<file path="src/rtl/wb_arb_pkg.sv">
// Shared types and constants for the two-master Wishbone arbiter.
// State encodings and one-hot grant values used by the arbiter core.
`timescale 1ns/1ps
package wb_arb_pkg;

    typedef enum logic [1:0] {
        ST_IDLE = 2'b00,
        ST_GNT0 = 2'b01,
        ST_GNT1 = 2'b10
    } arb_state_e;

    localparam logic [1:0] GRANT_NONE = 2'b00;
    localparam logic [1:0] GRANT_M0   = 2'b01;
    localparam logic [1:0] GRANT_M1   = 2'b10;

    // Round-robin history: which master was granted most recently.
    localparam logic LAST_M0 = 1'b0;
    localparam logic LAST_M1 = 1'b1;

    function automatic logic [1:0] grant_of(input arb_state_e s);
        logic [1:0] g;
        g = GRANT_NONE;
        case (s)
            ST_GNT0: g = GRANT_M0;
            ST_GNT1: g = GRANT_M1;
            default: g = GRANT_NONE;
        endcase
        return g;
    endfunction

endpackage

</file>
<file path="src/rtl/wb_arb_watchdog.sv">
// Stall watchdog: counts consecutive unacknowledged strobe cycles and flags
// the cycle in which the count would reach TIMEOUT. TIMEOUT = 0 disables it.
`timescale 1ns/1ps
module wb_arb_watchdog #(
    parameter int TIMEOUT = 255
) (
    input  logic clk,
    input  logic rst,
    input  logic clear,
    input  logic count_en,
    output logic expire
);

    localparam int CW = (TIMEOUT > 0) ? $clog2(TIMEOUT + 1) : 1;
    localparam logic [CW-1:0] LAST = (TIMEOUT > 0) ? CW'(TIMEOUT - 1) : '0;
    localparam logic ENABLED = (TIMEOUT != 0);

    logic [CW-1:0] cnt_q, cnt_d;

    // Expire in the TIMEOUT-th waiting cycle itself, so err lines up with it.
    assign expire = ENABLED && count_en && (cnt_q == LAST);

    always_comb begin
        cnt_d = cnt_q;
        if (clear || expire) begin
            cnt_d = '0;
        end else if (count_en && ENABLED) begin
            cnt_d = cnt_q + 1'b1;
        end
    end

    always_ff @(posedge clk or negedge rst) begin
        if (!rst) begin
            cnt_q <= '0;
        end else begin
            cnt_q <= cnt_d;
        end
    end

endmodule

</file>
<file path="src/rtl/wishbone_arbiter.sv">
// Two-master round-robin Wishbone arbiter with a stall watchdog.
// Valid/ready: a granted master's stb_i is held until ack_o (done) or err_o (aborted).
`timescale 1ns/1ps
module wishbone_arbiter
    import wb_arb_pkg::*;
#(
    parameter int TIMEOUT = 255
) (
    input  logic        clk,
    input  logic        rst,

    input  logic        m0_we_i,
    input  logic        m0_cyc_i,
    input  logic        m0_stb_i,
    input  logic [31:0] m0_adr_i,
    input  logic [31:0] m0_dat_i,
    output logic [31:0] m0_dat_o,
    output logic        m0_ack_o,
    output logic        m0_err_o,
    output logic        m0_int_o,

    input  logic        m1_we_i,
    input  logic        m1_cyc_i,
    input  logic        m1_stb_i,
    input  logic [31:0] m1_adr_i,
    input  logic [31:0] m1_dat_i,
    output logic [31:0] m1_dat_o,
    output logic        m1_ack_o,
    output logic        m1_err_o,
    output logic        m1_int_o,

    output logic        s_we_o,
    output logic        s_cyc_o,
    output logic        s_stb_o,
    output logic [31:0] s_adr_o,
    output logic [31:0] s_dat_o,
    input  logic [31:0] s_dat_i,
    input  logic        s_ack_i,
    input  logic        s_int_i,

    output logic [1:0]  grant_o,
    output logic [1:0]  dbg_state_o
);

    arb_state_e state_q, state_d;
    logic       last_grant_q, last_grant_d;
    logic       wd_clear, wd_count_en, wd_expire;

    always_ff @(posedge clk or negedge rst) begin
        if (!rst) begin
            state_q      <= ST_IDLE;
            last_grant_q <= LAST_M1;
        end else begin
            state_q      <= state_d;
            last_grant_q <= last_grant_d;
        end
    end

    // Owner keeps the bus while its cyc_i is high; hand-over skips IDLE.
    always_comb begin
        state_d = state_q;
        case (state_q)
            ST_IDLE: begin
                if (m0_cyc_i && m1_cyc_i) begin
                    state_d = (last_grant_q == LAST_M1) ? ST_GNT0 : ST_GNT1;
                end else if (m0_cyc_i) begin
                    state_d = ST_GNT0;
                end else if (m1_cyc_i) begin
                    state_d = ST_GNT1;
                end
            end
            ST_GNT0: begin
                if (wd_expire) begin
                    state_d = ST_IDLE;
                end else if (!m0_cyc_i) begin
                    state_d = m1_cyc_i ? ST_GNT1 : ST_IDLE;
                end
            end
            ST_GNT1: begin
                if (wd_expire) begin
                    state_d = ST_IDLE;
                end else if (!m1_cyc_i) begin
                    state_d = m0_cyc_i ? ST_GNT0 : ST_IDLE;
                end
            end
            default: state_d = ST_IDLE;
        endcase

        last_grant_d = last_grant_q;
        if (state_d == ST_GNT0) begin
            last_grant_d = LAST_M0;
        end else if (state_d == ST_GNT1) begin
            last_grant_d = LAST_M1;
        end
    end

    always_comb begin
        s_we_o   = 1'b0;
        s_cyc_o  = 1'b0;
        s_stb_o  = 1'b0;
        s_adr_o  = '0;
        s_dat_o  = '0;
        m0_dat_o = '0;
        m0_ack_o = 1'b0;
        m0_err_o = 1'b0;
        m1_dat_o = '0;
        m1_ack_o = 1'b0;
        m1_err_o = 1'b0;
        case (state_q)
            ST_GNT0: begin
                s_we_o   = m0_we_i;
                s_cyc_o  = m0_cyc_i;
                s_stb_o  = m0_stb_i;
                s_adr_o  = m0_adr_i;
                s_dat_o  = m0_dat_i;
                m0_dat_o = s_dat_i;
                m0_ack_o = s_ack_i;
                m0_err_o = wd_expire;
            end
            ST_GNT1: begin
                s_we_o   = m1_we_i;
                s_cyc_o  = m1_cyc_i;
                s_stb_o  = m1_stb_i;
                s_adr_o  = m1_adr_i;
                s_dat_o  = m1_dat_i;
                m1_dat_o = s_dat_i;
                m1_ack_o = s_ack_i;
                m1_err_o = wd_expire;
            end
            default: ;
        endcase
    end

    assign m0_int_o    = s_int_i;
    assign m1_int_o    = s_int_i;
    assign grant_o     = grant_of(state_q);
    assign dbg_state_o = state_q;

    // An ack in the expiry cycle masks the count enable, so ack wins.
    assign wd_count_en = s_stb_o & ~s_ack_i;
    assign wd_clear    = (state_d != state_q) || (state_q == ST_IDLE) || s_ack_i;

    wb_arb_watchdog #(
        .TIMEOUT (TIMEOUT)
    ) u_watchdog (
        .clk      (clk),
        .rst      (rst),
        .clear    (wd_clear),
        .count_en (wd_count_en),
        .expire   (wd_expire)
    );

endmodule

</file>
<file path="config.mk">
export PLATFORM = sky130hd
export DESIGN_NAME = wishbone_arbiter
export DESIGN_NICKNAME = d
export VERILOG_FILES = /design/src/rtl/wb_arb_pkg.sv /design/src/rtl/wb_arb_watchdog.sv /design/src/rtl/wishbone_arbiter.sv
export SDC_FILE = /design/constraint.sdc
export NUM_CORES = 1
export LEC_CHECK = 0
export ABC_AREA = 1
export CORE_AREA = 2 2 122 124
export DETAILED_ROUTE_END_ITERATION = 16
export DIE_AREA = 0 0 124 126
export GPL_TIMING_DRIVEN = 0
export PLACE_DENSITY_LB_ADDON = 0.12
export SLEW_MARGIN = 20
export SYNTH_ARGS = -nofsm -noshare
export SYNTH_HDL_FRONTEND = slang
export SYNTH_SLANG_ARGS = --single-unit
</file>
<file path="constraint.sdc">
create_clock -name clk -period 4.5 [get_ports clk]
set_input_delay 0.675 -clock clk [delete_from_list [all_inputs] [get_ports clk]]
set_output_delay 0.675 -clock clk [all_outputs]
set_load 0.01 [all_outputs]
</file>
==> results by group, run 1 <==
Global routing
  – First-pass GRT wire length: 21.2 mm
  – Initial antenna violation count: 0
  – Overall fraction of global-route tracks in use: between 15 and 20%
  – Vias in the first global route: 3656
  – Largest net degree at the start of global routing: 12
  – GR Overflow Total: 0

Cells and area
  – Nets: between 900 and 1000
  – Number of fill cells in the layout: approximately 1500
  – Antenna diodes: 0
  – Final core occ: 39.9%
  – Layout overhead on the synthesized area: 147%
  – Share of cells above drive strength 1: ~3.9%

Min path
  – Tightest Hold Check Type: reg2reg
  – Worst Hold Depth: 2

Timing
  – Max-slew headroom: roughly 65%
  – Slew Viols, Final: 0
  – Final hold violations: 0
  – RSZ-0062 raised after global routing: false
  – Worst Max-Slew Pin Slew: 0.521 ns
  – Crit path time final: around 3.6 ns
  – Setup-failing EPs final: 0
  – Setup Skew: ~0.0008 ns
  – Final period utilization: 80.3%
  – Fmax achieved: around 280 MHz
  – Setup TNS: 0 ns

Route
  – Initial DRC Count: about 140
  – Final ANT Viol Nets: 0
  – Vias: between 3000 and 4000
  – Via-per-instance ratio: around 4
  – Routed wire length per instance: 15.7 um
  – Router iterations before antenna repair: 4
  – Final WL: about 15 mm
  – Post-route DRC: 0

Power
  – Power Density: 415 nW/um2
  – Peak VDD IR: around 0.00026 V
  – P_leak: around 2.5 nW

Synth
  – Post-synthesis mux area share: 0%
  – Post-synthesis xor/xnor area fraction: 2.65%
  – Syn Area/Cell: approximately 5.0 um2
  – Post-Synth Simple-Gate Area: 45.8%
  – Yosys Warn Count: 0
  – Top_reg_cell synth: dfrtp_1
  – Most instantiated cells after synthesis: nand2_1 (218), inv_1 (80), a21oi_1 (67)
  – Adder-Cell Fraction of Synth Area: 4.87%
  – Asr flop ratio synth: between 90% and 100%
  – Yosys top cell by area: nand2_1
  – Largest family of logic cells by synthesized area: simple AND/OR/NAND/NOR gates
  – Netlist cell types: 27
  – Post-synthesis compound-gate area fraction: 15.9%
  – Syn Nets: between 600 and 700
  – Number of synthesized register bits: 11
  – Netlist Area Pre-Place: roughly 2300 um2
  – Top post-synthesis cells by area: nand2_1 (35%), a21oi_1 (14%), inv_1 (13%), dfrtp_1 (11%), ha_1 (4.9%)
  – Most frequent cell after synthesis: nand2_1
  – Sequential fraction of the synthesis area: a little under an eighth
  – Synth Instances: between 400 and 500
  – Post-synth EDFFs: 0
  – Synth top area share: between 30% and 40%

Clock tree
  – Post-CTS setup buffer count: 0
  – CTS Sinks: 11
  – Clock transition at path regs: ~0.04 ns
  – Deepest clock path buffer count: 2
  – Post-CTS Hold Buffers: 0
  – Root buf cell: clkbuf_16
  – CTS tree: yes
  – H-tree lvl count: 1
  – CTS buffer count: 3
  – Post-cts sizing count: 0
  – Later-pin clock latency in the skew report: between 0.2 and 0.25 ns

Setup path
  – Crit-path cells: inv_1 > ha_1 > inv_1 > clkbuf_1 > clkbuf_1 > a21oi_1 > clkdlybuf4s50_1
  – Top delay family on crit path: buffers and inverters
  – Crit path kind: reg2out
  – Delay of the slowest critical-path stage: ~0.58 ns
  – CP max FO: 10
  – CP max-delay cell: clkdlybuf4s50_1
  – Worst Path Required: about 3.8 ns
  – CP Data Arrival Time: slightly below 3 ns
  – CP bufs+invs: 5
  – Crit. End Element: output pin
  – Cell depth of the worst flop-to-flop path: 9
  – Critical Path Stages: 7
  – Setup crit start kind: register

Floorplan
  – Die H: ~130 um
  – Io pins: ~310
  – FP Rows: between 40 and 50
  – Placeable core area: 14300 um2
  – Die span in x: between 100 and 150 um
  – Initial Util: between 15 and 20%
  – Die Area: approximately 16000 um2

Job
  – Max Cap Viol: 0

Outcome
  – Run status: finished, final reports clean

Placement
  – Buffers added on ports: 309
  – Gpl congestion: approximately 0.85
  – Detail Placement HPWL: 12.9 mm
[routing by layer]
layer	part of all wire, %	track usage (%)	wire [um]	vias up
met5	0	0	0	-
li1	-	-	-	2009
met3	10	6.30	1540	8
met1	39	20.2	5910	1672
met2	50	32.7	7500	143
met4	0.69	1.98	104	0
[worst paths after layout]
path                                startpoint              to  slack, ns
worst max-delay path            dbg_state_o[0]     s_dat_o[28]       0.89
worst min-delay path              last_grant_q    last_grant_q       0.49
worst max register to register  dbg_state_o[0]    last_grant_q       2.34
worst min register to register    last_grant_q    last_grant_q       0.49
max in group asynchronous                  rst    last_grant_q       3.36
min in group asynchronous                  rst  dbg_state_o[1]       0.78
[cell type report]
class	instances	area, um2	area share, %
Buffer	31	131	2.30
Clock buffer	4	78.8	1.38
Inverter	81	304	5.32
Multi-Input combinational cell	341	1600	28.0
Sequential cell	11	277	4.84
Tap cell	184	230	4.03
Timing Repair Buffer	309	3090	54.1
[registers in the layout (all words and copies together) (netlist names)]
signal,flops
dbg_state_o,2
last_grant_q,1
u_watchdog.cnt_q,8
[worst min-delay path, stage by stage, from the launching register on]
cell	delay (ns)
dfstp_2	0.36
nand2_1	0.05
o21ai_0	0.07
[through the flow]
stage	hold WS (ns)	power (W)	std cells	cell area, um2	setup slack (ns)
2_1_floorplan	0.379	0.00110	464	2310	2.11
3_3_place_gp	0.473	0.00223	957	5640	1.05
3_5_place_dp	0.494	0.00224	957	5640	1.05
4_1_cts	0.500	0.00242	961	5720	0.767
5_1_grt	0.540	0.00260	961	5720	0.627
6_report	0.487	0.00237	961	5720	0.887
[layout by cell type, fill, tap and decap left out, drive strengths merged]
cell type	instances
dfrtp	10
xnor2	3
a21oi	67
nand2	225
nand3	7
nor2	10
buf	12
nand3b	1
dfstp	1
inv	81
o211ai	1
clkbuf	23
clkdlybuf4s50	309
nor3	9
ha	9
o21ai	5
xor2	4
[cells by family (layout without fill, tap and decap cells)]
| family | Yosys count | count (layout) |
|---|---|---|
| DFF | 11 | 11 |
| buffers and inverters | 112 | 425 |
| xor gates and xnor gates | 7 | 7 |
| AOI/OAI and AO/OA | 73 | 73 |
| and+or+nand+nor | 252 | 252 |
| adders and majority gates | 9 | 9 |
[report_power, final]
part           total [W]  switching (W)  internal, W
sequential      0.000138      0.0000214     0.000117
clock           0.000162      0.0000428     0.000119
combinational    0.00207        0.00113     0.000940
total            0.00237        0.00120      0.00118
(Power assumes the default switching activity.)
==> inputs of run 2 (changes only) <==
Settings changed: CORE_AREA 2 2 122 124 to 2 2 120 122, DIE_AREA 0 0 124 126 to 0 0 122 124.
Clock period 4.5 ns to 3 ns, I/O delays scaled along.
==> run 2 against run 1 <==
  * Setup slack got worse by 0.75 ns
  * Flip-flop and latch count did not move
  * Critical path depth did not move
  * Combinational power up 53%
  * Via count rose by 0.50%
  * Sequential share of layout area is essentially flat
  * First-iteration DRC count down 6.6%
  * Clock power increased by 46%
  * Worst hold slack got worse by 0.0074 ns
  * Wire length rose by 2.9%
  * Critical path type unchanged
  * Critical endpoint is now s_dat_o[8]
  * Largest cell class unchanged
  * Largest power group unchanged
  * Highest routed layer unchanged
==> results by group, run 2 (synthesized netlist as in run 1, its figures left out) <==
Outcome
  – Run status: finished, final reports clean

Floorplan
  – FP Rows: 43 (-2.3%)
  – Initial Util: 16.9% (+0.70 points)
  – Die span in x: 122 um (-1.6%)
  – Placeable core area: 13700 um2 (-4.2%)
  – Io pins: 311 (unchanged)
  – Die H: 124 um (-1.6%)
  – Die Area: 15100 um2 (-3.2%)

Clock tree
  – CTS tree: yes
  – H-tree lvl count: 1 (unchanged)
  – CTS buffer count: 3 (unchanged)
  – Clock transition at path regs: 0.04 ns (about the same)
  – Post-CTS setup buffer count: 0 (unchanged)
  – Root buf cell: clkbuf_16
  – Deepest clock path buffer count: 2 (unchanged)
  – Post-CTS Hold Buffers: 0 (unchanged)
  – Later-pin clock latency in the skew report: 0.23 ns (about the same)
  – CTS Sinks: 11 (unchanged)

Power
  – Power Density: 626 nW/um2 (+51%)
  – P_leak: 2.72 nW (+7.5%)
  – Peak VDD IR: 0.000460 V (+75%)

Cells and area
  – Nets: 957 (unchanged)
  – Most common cell after layout, fill and taps aside: clkdlybuf4s50_1
  – Largest register FFs: 8 (unchanged)
  – Share of cells above drive strength 1: 7.21% (+3.3 points)
  – Layout overhead on the synthesized area: 150%
  – Final core occ: 42.2% (+2.2 points)
  – Most frequent cells in the layout: clkdlybuf4s50_1 (296), nand2_1 (218), inv_1 (80)
  – Finished Cell Area: 5790 um2 (+1.2%)
  – Antenna diodes: 0 (unchanged)
  – Largest Register: u_watchdog.cnt_q

Setup path
  – Worst flop-to-flop path endpoint: last_grant_q
  – Launching point of the worst reg2reg path: dbg_state_o[0]
  – R2R Setup Slk: 0.88 ns (-1.46 ns)
  – Crit path kind: reg2out
  – Cell depth of the worst flop-to-flop path: 11 (+2)
  – Worst Path Required: 2.55 ns (-1.28 ns)
  – Setup crit start kind: register
  – CP max FO: 10 (unchanged)
  – Crit. End Element: output pin
  – Crit path capture: s_dat_o[8]
  – CP Launch Point: dbg_state_o[1]
  – CP Data Arrival Time: 2.42 ns (-0.52 ns)

Timing
  – Worst Max-Slew Pin Slew: 0.507 ns (-0.0137 ns)
  – RSZ-0062 raised after global routing: false
  – Slew Viols, Final: 0 (unchanged)
  – Final period utilization: 95.6%
  – Fmax achieved: 349 MHz
  – Crit path time final: approximately 2.9 ns
  – Worst hold margin: 0.480 ns (-0.00741 ns)
  – Max-slew headroom: 66.1% (+0.81 points)
  – Setup Skew: 0.00193 ns (+0.00114 ns)
  – Final hold violations: 0 (unchanged)
  – Setup-failing EPs final: 0 (unchanged)

Global routing
  – Largest net degree at the start of global routing: 12 (unchanged)
  – GRT Max-Usage Layer: met2
  – Overall fraction of global-route tracks in use: 18.3% (+0.51 points)
  – Vias in the first global route: 3558 (-2.7%)
  – Met1 Use GR: 23.0% (+2.7 points)
  – First-pass GRT wire length: 21.2 mm (-0.29%)
  – Met3 Use GR: 7.88% (+1.6 points)
  – GR Overflow Total: 0 (unchanged)
  – GR Layer Usage met2: 30.4% (-2.2 points)
  – Initial antenna violation count: 0 (unchanged)

Placement
  – Gpl congestion: 0.812 (-4.3%)
  – Placed Area: 5630 um2 (about the same)
  – Detail Placement HPWL: 13.2 mm (+2.1%)
  – Buffers added on ports: 309 (unchanged)

Route
  – Post-route DRC: 0 (unchanged)
  – Routed wire length per instance: 16.2 um (+3.3%)
  – Initial DRC Count: 128 (-6.6%)
  – Final WL: 15.5 mm (+2.9%)
  – Via-per-instance ratio: 4.02 (+0.92%)
  – Final ANT Viol Nets: 0 (unchanged)
  – Vias: 3851 (+0.50%)
  – Router iterations before antenna repair: 4 (unchanged)

Min path
  – Tightest Hold Check Type: reg2reg

Job
  – Max Cap Viol: 0 (unchanged)
## run 2: repair_timing
action                                 CTS  global route
setup endpoints to repair               99            79
gates resized for setup                 31            30
endpoints found under the hold margin    0             0
## run 2: how the worst min path moves through the flow
stage / start / endpoint / slack [ns] / cells past startpoint
after floorplan: rst / dbg_state_o[0] / 0.15 / 0
after global placement: last_grant_q / last_grant_q / 0.48 / 2
after detailed placement: last_grant_q / last_grant_q / 0.48 / 2
after CTS: last_grant_q / last_grant_q / 0.49 / 2
after global routing: last_grant_q / last_grant_q / 0.51 / 2
final: last_grant_q / last_grant_q / 0.48 / 2
## run 2: cell type report
type / count / area (um2)
flip-flops and latches: 11 / 279
well taps: 180 / 225
clock buffers: 4 / 78.8
repair buffers: 309 / 3100
fillers: 1481 / 7930
plain buffers: 31 / 183
inverters: 81 / 304
multi-input cells: 341 / 1620
## run 2: through the flow
step	TNS (ns)	std cells	power [W]	setup slack, ns
finish	0	957	0.00362	0.133
detailed placement	-3.28	953	0.00335	-0.167
floorplan	0	464	0.00164	0.834
global route	0	957	0.00395	0.000658
CTS	0	957	0.00364	0.00224
global placement	-4.09	953	0.00334	-0.192
## run 2: per-layer routing
metal / wire length [um] / up-vias
li1: - / 2007
met1: 6350 / 1684
met2: 7290 / 152
met3: 1720 / 8
met4: 123 / 0
met5: 0 / -
## run 2: critical path: stages (launching register included)
cell             delay, ns
dfrtp_2               0.45
inv_1                 0.16
ha_1                  0.19
buf_4                 0.21
clkbuf_2              0.25
nand2_1               0.12
a21oi_4               0.21
clkdlybuf4s50_1       0.57
## run 2: where the power goes
group | switching [W] | internal [W]
clock | 0.0000594 | 0.000178
combinational | 0.00171 | 0.00146
sequential | 0.0000327 | 0.000177
total | 0.00180 | 0.00181
==> inputs of run 3 (changes only) <==
Settings changed: SKIP_LAST_GASP set to 1.
==> run 3 against run 2 <==
  * Critical path type unchanged
  * Sequential share of layout area barely moved
  * Cell area barely moved
  * Global-route usage did not move
  * Clock-buffer cell count did not move
  * Clock power barely moved
==> results by group, run 3 (synthesized netlist as in run 1, its figures left out) <==
Global routing
  – Overall fraction of global-route tracks in use: 18.3% (unchanged)
  – Met1 Use GR: 23.0% (unchanged)
  – Vias in the first global route: 3560 (+0.056%)
  – Initial antenna violation count: 0 (unchanged)
  – GR Layer Usage met2: 30.4% (unchanged)
  – Met3 Use GR: 7.88% (unchanged)
  – GRT Max-Usage Layer: met2
  – Largest net degree at the start of global routing: 12 (unchanged)
  – GR Overflow Total: 0 (unchanged)
  – First-pass GRT wire length: 21.2 mm (unchanged)

Floorplan
  – Die H: 124 um (unchanged)
  – Io pins: 311 (unchanged)
  – FP Rows: 43 (unchanged)
  – Die span in x: 122 um (unchanged)
  – Initial Util: 16.9% (unchanged)
  – Die Area: 15100 um2 (unchanged)
  – Placeable core area: 13700 um2 (unchanged)

Timing
  – Final period utilization: 96.0% (+0.42 points)
  – Slew Viols, Final: 0 (unchanged)
  – Setup-failing EPs final: 0 (unchanged)
  – Final worst setup slack: 0.121 ns (-0.0127 ns)
  – Worst hold margin: 0.480 ns (unchanged)
  – Fmax achieved: 347 MHz (-0.44%)
  – Final hold violations: 0 (unchanged)
  – Setup TNS: 0 ns (unchanged)
  – RSZ-0062 raised after global routing: true
  – Worst Max-Slew Pin Slew: 0.507 ns (unchanged)
  – Max-slew headroom: 66.1% (unchanged)
  – Crit path time final: 2.88 ns (+0.0127 ns)
  – Setup Skew: 0.00193 ns (unchanged)

Cells and area
  – Layout overhead on the synthesized area: 150% (about the same)
  – Nets: 957 (unchanged)
  – Largest register FFs: 8 (unchanged)
  – Most frequent cells in the layout: clkdlybuf4s50_1 (297), nand2_1 (218), inv_1 (80)
  – Largest Register: u_watchdog.cnt_q
  – Most common cell after layout, fill and taps aside: clkdlybuf4s50_1
  – Non-Filler Instances: 957 (unchanged)
  – Number of fill cells in the layout: 1479 (-0.14%)
  – Share of cells above drive strength 1: 7.21% (unchanged)
  – Antenna diodes: 0 (unchanged)

Placement
  – Setup WS pre-CTS: -0.167 ns (unchanged)
  – Gpl congestion: 0.812 (unchanged)
  – Buffers added on ports: 309 (unchanged)
  – Detail Placement HPWL: 13.2 mm (unchanged)
  – Inst Count DP: 953 (unchanged)

Route
  – Vias: 3867 (+0.42%)
  – Post-route DRC: 0 (unchanged)
  – Via-per-instance ratio: 4.04 (+0.42%)
  – Routed wire length per instance: 16.2 um (about the same)
  – Initial DRC Count: 128 (unchanged)
  – Final ANT Viol Nets: 0 (unchanged)
  – Final WL: 15.5 mm (about the same)
  – Router iterations before antenna repair: 4 (unchanged)

Outcome
  – Run status: finished, final reports clean

Setup path
  – Worst Path Required: 2.55 ns (about the same)
  – Crit. End Element: output pin
  – CP max FO: 10 (unchanged)
  – Crit path kind: reg2out
  – Setup crit start kind: register
  – CP Data Arrival Time: 2.43 ns (about the same)

Clock tree
  – CTS buffer count: 3 (unchanged)
  – CTS Sinks: 11 (unchanged)
  – Root buf cell: clkbuf_16
  – H-tree lvl count: 1 (unchanged)
  – Clock transition at path regs: 0.04 ns (about the same)
  – Deepest clock path buffer count: 2 (unchanged)
  – CTS tree: yes
  – Later-pin clock latency in the skew report: 0.23 ns (about the same)

Job
  – Max Cap Viol: 0 (unchanged)

Power
  – Peak VDD IR: 0.000460 V (about the same)
  – Power Density: 626 nW/um2 (about the same)
  – P_leak: 2.71 nW (-0.16%)

Min path
  – Tightest Hold Check Type: reg2reg
==> run 3: cell count changes in the layout (fill, tap and decap cells not counted), sizes merged <==
cell           change
dlygate4sd2        -1
clkdlybuf4s50      +1
==> run 3: stage by stage <==
stage                     utilization [%]  area, um2  power, W
after detailed placement             41.0       5630   0.00335
after global routing                 42.2       5790   0.00395
final                                42.2       5790   0.00362
after CTS                            41.8       5740   0.00364
after floorplan                         -       2310   0.00164
after global placement               41.0       5630   0.00334
==> run 3: power breakdown <==
part           leakage, nW  switching, W  internal (W)
Sequential           0.145     0.0000327      0.000177
Clock               0.0382     0.0000594      0.000178
Combinational         2.53       0.00171       0.00146
Total                 2.71       0.00180       0.00182
==> run 3: layout make-up <==
type | count | area (um2) | share of cell area (%)
tap | 180 | 225 | 3.89
clock buffer | 4 | 78.8 | 1.36
buffer | 31 | 183 | 3.16
timing repair buffer | 309 | 3100 | 53.5
multi-input combinational | 341 | 1620 | 28.0
sequential | 11 | 279 | 4.82
inverter | 81 | 304 | 5.25
==> run 3: repair_timing <==
item                                    CTS  global route
endpoints found under the setup margin   99            87
resized for setup                        28            33
pin swaps                                 0             0
setup buffers                             0             0
hold buffers                              0             0
==> run 3: critical path: stages (launching register included) <==
cell	delay, ns
dfrtp_2	0.45
inv_1	0.16
ha_1	0.19
buf_4	0.22
clkbuf_2	0.25
nand2_1	0.12
a21oi_4	0.22
clkdlybuf4s50_1	0.57
==> run 3: layer usage <==
layer	part of all wire, %	up-vias
met4	0.79	0
li1	-	2008
met2	47	154
met3	11	8
met1	41	1697
met5	0	-
==> run 3: worst paths after layout <==
kind,from,end,slack [ns],cells after the start
setup / recovery,dbg_state_o[1],s_dat_o[8],0.12,7
hold / removal,last_grant_q,last_grant_q,0.48,2
setup reg to reg,dbg_state_o[0],last_grant_q,0.88,11
hold reg to reg,last_grant_q,last_grant_q,0.48,2
max in group asynchronous,rst,dbg_state_o[0],2.07,1
min in group asynchronous,rst,u_watchdog.cnt_q[5],0.56,1
